## config.mk

```make
export PLATFORM = sky130hd
export DESIGN_NAME = rram_wv_16x16
export DESIGN_NICKNAME = d
export VERILOG_FILES = /design/src/rtl/rram_wv_16x16.sv
export SDC_FILE = /design/constraint.sdc
export NUM_CORES = 1
export LEC_CHECK = 0
export ABC_AREA = 1
export CAP_MARGIN = 20
export CORE_ASPECT_RATIO = 0.7
export CORE_UTILIZATION = 60
export CTS_BUF_LIST = sky130_fd_sc_hd__clkbuf_8
export DETAILED_ROUTE_END_ITERATION = 16
export PLACE_DENSITY = 0.79
export SKIP_LAST_GASP = 1
export SLEW_MARGIN = 20
export SYNTH_ARGS = -nofsm -noshare
export SYNTH_HDL_FRONTEND = slang
export SYNTH_SLANG_ARGS = --single-unit
```

## constraint.sdc

```tcl
create_clock -name clk0 -period 19.8 [get_ports clk0]
set_input_delay 1.98 -clock clk0 [delete_from_list [all_inputs] [get_ports clk0]]
set_output_delay 1.98 -clock clk0 [all_outputs]
set_load 0.01 [all_outputs]
```

## src/rtl/rram_wv_16x16.sv

```systemverilog
// rram_wv_16x16: behavioural RRAM macro model with write-verify programming.
// A read returns data after READ_LAT cycles. A write repeats verify and program
// pulses until the stored word matches the target or the pulse budget runs out.
// Each pulse flips at most BITS_PER_PULSE cells, lowest index first.
module rram_wv_16x16 #(
  parameter int DATA_WIDTH     = 16,
  parameter int ADDR_WIDTH     = 4,
  parameter int BITS_PER_PULSE = 4,
  parameter int PULSE_CYCLES   = 2,
  parameter int MAX_PULSES     = 8,
  parameter int READ_LAT       = 1
) (
  input  logic                              clk0,
  input  logic                              rst0,
  input  logic                              csb0,
  input  logic                              web0,
  input  logic [ADDR_WIDTH-1:0]             addr0,
  input  logic [DATA_WIDTH-1:0]             din0,
  input  logic [DATA_WIDTH-1:0]             inj_stuck0,
  output logic                              ready0,
  output logic [DATA_WIDTH-1:0]             dout0,
  output logic                              rvalid0,
  output logic                              wdone0,
  output logic                              wfail0,
  output logic [$clog2(MAX_PULSES+1)-1:0]   pulses0
);

  localparam int DEPTH = 1 << ADDR_WIDTH;
  localparam int CW    = $clog2(MAX_PULSES + 1);
  localparam int LW    = (READ_LAT > 1) ? $clog2(READ_LAT) : 1;
  localparam int PW    = (PULSE_CYCLES > 1) ? $clog2(PULSE_CYCLES) : 1;

  localparam logic [CW-1:0] MAX_CNT   = CW'(MAX_PULSES);
  localparam logic [LW-1:0] LAT_LAST  = LW'(READ_LAT - 1);
  localparam logic [PW-1:0] PULS_LAST = PW'(PULSE_CYCLES - 1);
  localparam int unsigned   BPP       = BITS_PER_PULSE;

  typedef enum logic [1:0] {
    IDLE,
    READ,
    VERIFY,
    PULSE
  } state_t;

  state_t state, state_n;

  // Reset never touches the array. Power-up contents are zero in the
  // two-state simulators this model targets.
  logic [DATA_WIDTH-1:0] mem [DEPTH];

  logic [ADDR_WIDTH-1:0] addr_q;
  logic [DATA_WIDTH-1:0] target_q;
  logic [CW-1:0]         count;
  logic [LW-1:0]         lat_cnt;
  logic [PW-1:0]         pcyc_cnt;

  logic [DATA_WIDTH-1:0] diff;
  logic [DATA_WIDTH-1:0] flippable;
  logic [DATA_WIDTH-1:0] flip_mask;
  int unsigned           flip_cnt;

  logic accept;
  logic rd_done;
  logic wr_done;
  logic wr_fail;
  logic flip_en;

  assign ready0    = (state == IDLE);
  assign diff      = mem[addr_q] ^ target_q;
  assign flippable = diff & ~inj_stuck0;

  // Select the lowest-index BITS_PER_PULSE set bits of the flippable cells
  always_comb begin
    flip_mask = '0;
    flip_cnt  = 0;
    for (int unsigned i = 0; i < DATA_WIDTH; i++) begin
      if (flippable[i] && (flip_cnt < BPP)) begin
        flip_mask[i] = 1'b1;
        flip_cnt     = flip_cnt + 1;
      end
    end
  end

  // Next-state logic and per-cycle strobes
  always_comb begin
    state_n = state;
    accept  = 1'b0;
    rd_done = 1'b0;
    wr_done = 1'b0;
    wr_fail = 1'b0;
    flip_en = 1'b0;
    unique case (state)
      IDLE: begin
        if (!csb0) begin
          accept  = 1'b1;
          state_n = web0 ? READ : VERIFY;
        end
      end
      READ: begin
        if (lat_cnt == LAT_LAST) begin
          rd_done = 1'b1;
          state_n = IDLE;
        end
      end
      VERIFY: begin
        if (diff == '0) begin
          wr_done = 1'b1;
          state_n = IDLE;
        end else if (count == MAX_CNT) begin
          wr_done = 1'b1;
          wr_fail = 1'b1;
          state_n = IDLE;
        end else begin
          state_n = PULSE;
        end
      end
      PULSE: begin
        if (pcyc_cnt == PULS_LAST) begin
          flip_en = 1'b1;
          state_n = VERIFY;
        end
      end
      default: state_n = IDLE;
    endcase
  end

  // State, counters, captured request and registered outputs
  always_ff @(posedge clk0) begin
    if (rst0) begin
      state    <= IDLE;
      rvalid0  <= 1'b0;
      wdone0   <= 1'b0;
      wfail0   <= 1'b0;
      pulses0  <= '0;
      dout0    <= '0;
      count    <= '0;
      lat_cnt  <= '0;
      pcyc_cnt <= '0;
    end else begin
      state   <= state_n;
      rvalid0 <= rd_done;
      wdone0  <= wr_done;
      wfail0  <= wr_fail;
      if (accept) begin
        addr_q   <= addr0;
        target_q <= din0;
        count    <= '0;
        lat_cnt  <= '0;
      end
      if (state == READ) lat_cnt <= lat_cnt + 1'b1;
      if (rd_done) dout0 <= mem[addr_q];
      if (wr_done) pulses0 <= count;
      if (state == VERIFY) pcyc_cnt <= '0;
      if (state == PULSE) pcyc_cnt <= pcyc_cnt + 1'b1;
      if (flip_en) count <= count + 1'b1;
    end
  end

  // Array update on the final edge of a pulse; a coinciding reset cancels it
  always_ff @(posedge clk0) begin
    if (!rst0 && flip_en) mem[addr_q] <= mem[addr_q] ^ flip_mask;
  end

endmodule

```

==> run metrics <==
final wirelength=32500 µm; Setup Skew=0.0283 ns; DP Area=14700 µm²; Syn Nets=1260; Fin. Hold Viols=0; DIE HEIGHT=128 µm; clk sinks=311; Min Clock Period, post-route=between 10 and 15 ns; Hold Crit Class=reg2reg; nets=1343; asr flop ratio synth=0%; largest net degree at the start of global routing=125; Main synth FF type=edfxtp_1; Die X=roughly 180 µm; First-pass DRT Iterations=5; share of layout cells above drive strength 1=14.3%; Post-Syn Area=13700 µm²; CP Capture Type=register; crit path kind=reg2reg; routed wl met3=2980 µm; top post-synthesis cells by area=edfxtp_1 60%, dfxtp_1 5.1%, o21ai_0 4.3%; RSZ-0062 raised after global routing=no; Post-route DRC=0; io pins=64; die area=23500 µm²; VDD IR max=around 0.071 mV; list of most frequent post-synthesis cells=276 x edfxtp_1, 153 x nor2_1, 127 x nand2_1, 118 x o21ai_0, 102 x inv_1; setup_tns=0 ns; fill count=1605; global-route wire length before repair=48900 µm; vias=9463; initial DRC count=953; Fin Hold WS=0.465 ns; H-tree level count=2; Ys Warns=0; FF/Latch Area=8990 µm²; WL/cell=20.0 µm; DP HPWL=19600 µm; final setup fails=0; power per cell area=between 100 and 150 nW/µm²; Final Max Tran Viols=0; CTS max path bufs=3; latest clock arrival within the worst-skew pair=0.55 ns; standard-cell rows=45; met1 WL=14200 µm; top-area cell type share of the netlist area=between 60% and 70%; CP arrival=10.83 ns; Pwr Total=~1700 µW; Layout area overhead=13.1%; Initial Utilization=62.1%; maxcap violations=0; most frequent cell after synthesis=edfxtp_1; #FFs+latches synth=311; Worst Setup Slack, final=9.16 ns; leakage power=between 0.005 and 0.006 µW; antenna-violating nets left=0; initial antenna violation count=0; ANT cells=0; Multi-input gate area=roughly 4000 µm²; post-route clock period utilization=between 50% and 60%; Final Wtd Congestion=0.818; CTS buffer count=45; post-CTS setup buffer count=0; cell area after layout=15500 µm²; Max Clk Rate=around 0.094 GHz; slowest stage delay, CP=~0.85 ns; vias in the first global route=8775; I/O Buffers=63; CP required=19.99 ns; Crit-path slowest cell=xnor2_1; CP max FO=35; worst relative slew slack=about a quarter; CTS tree=done; worst-margin pin slew=1.14 ns; Seq/Total Area, Yosys=65.5%; Synth area leader=edfxtp_1; Worst Setup Start Kind=register; Root Driver=clkbuf_8; hold_buf cts=0; Synth cell types=between 40 and 50; CTS resizes=0; pre-CTS setup slack=~9.3 ns; gr usage total=27.9%; met2 wire len=14400 µm; gate count of the mapped netlist=between 1k and 1.5k; Post-Syn Area per Cell=11.4 µm²; EDFF count, synth=276; Core ar.=22100 µm²; outcome=finished clean; top layer in use=met4; grt ovf=0; Clock transition at path regs=0.06 ns; routed vias/inst=5.83
[worst paths after layout]
path / from / to / slack [ns] / cells after the start
min reg2reg: count[2]$_SDFFE_PP0P_ / count[2]$_SDFFE_PP0P_ / 0.47 / 1
max reg2reg: register / mem[3][14]$_DFFE_PP_ / 9.16 / 52
max: register / mem[3][14]$_DFFE_PP_ / 9.16 / 52
min: count[2]$_SDFFE_PP0P_ / count[2]$_SDFFE_PP0P_ / 0.47 / 1
[flip-flops by register name, indices dropped and copies added (netlist names), 2 cells and up, named ones only]
signal and flops:
state 2, addr_q 4, mem 256, pulses0 4
target_q 16, count 4, dout0 16
[stage by stage]
step	instances	utilization, %
2_1_floorplan	1205	-
3_3_place_gp	1545	66.4
3_5_place_dp	1546	66.5
4_1_cts	1624	70.2
5_1_grt	1624	70.3
6_report	1624	70.3
[report_power, final]
group	internal, µW	switching (µW)	total [µW]	leakage, µW
clock network	232	237	469	0.000448
registers	790	8.93	799	0.00278
logic	127	261	388	0.00249
total	1150	507	1660	0.00571
[routing by layer]
metal,global-route usage [%],up-vias
met1,41.3,4506
met2,41.5,449
met3,5.38,77
met5,0,-
li1,-,4431
met4,10.3,0
[cell usage in the layout (no fill, tap or decap), types with 4 or more instances in the layout]
| cell | instances |
|---|---|
| o21ai_1 | 22 |
| nand2_2 | 20 |
| xnor2_2 | 8 |
| xnor2_1 | 10 |
| clkinv_1 | 14 |
| nor2_1 | 136 |
| clkbuf_8 | 47 |
| edfxtp_1 | 276 |
| nand3_1 | 82 |
| nand3_2 | 21 |
| clkdlybuf4s50_1 | 63 |
| inv_2 | 9 |
| and2_1 | 4 |
| a21oi_1 | 28 |
| xor2_1 | 5 |
| buf_4 | 30 |
| nor2_2 | 24 |
| o211ai_1 | 21 |
| clkinv_2 | 7 |
| nand4_1 | 5 |
| o21ai_0 | 118 |
| o22ai_1 | 13 |
| ha_1 | 15 |
| inv_1 | 111 |
| dfxtp_1 | 33 |
| nand2_1 | 127 |
| o221ai_1 | 34 |
[cell type report]
class / instances / share of cell area [%]
Inverter: 113 / 2.77
Timing Repair Buffer: 94 / 5.59
Sequential cell: 311 / 58.0
Tap cell: 305 / 2.46
Clock buffer: 47 / 4.17
Clock inverter: 31 / 1.00
Multi-Input combinational cell: 723 / 26.1
[kinds of logic after synthesis]
group / Yosys count / synth area share [%]
fa+ha+maj: 15 / 1.37
flops: 311 / 65.5
simple gates: 441 / 15.3
xor+xnor: 23 / 1.63
compound gates: 244 / 10.6
buf+inv: 171 / 5.62
[critical path, delay by kind of cell, from the launching register on]
kind	cells	cell delay [ns]
and+or+nand+nor	26	3.52
adders and majority gates	12	3.22
buffers and inverters	9	1.53
xor gates and xnor gates	2	1.04
AOI/OAI and AO/OA	3	0.57
DFF	1	0.31
Note: power is estimated with default switching activity, not from simulation.
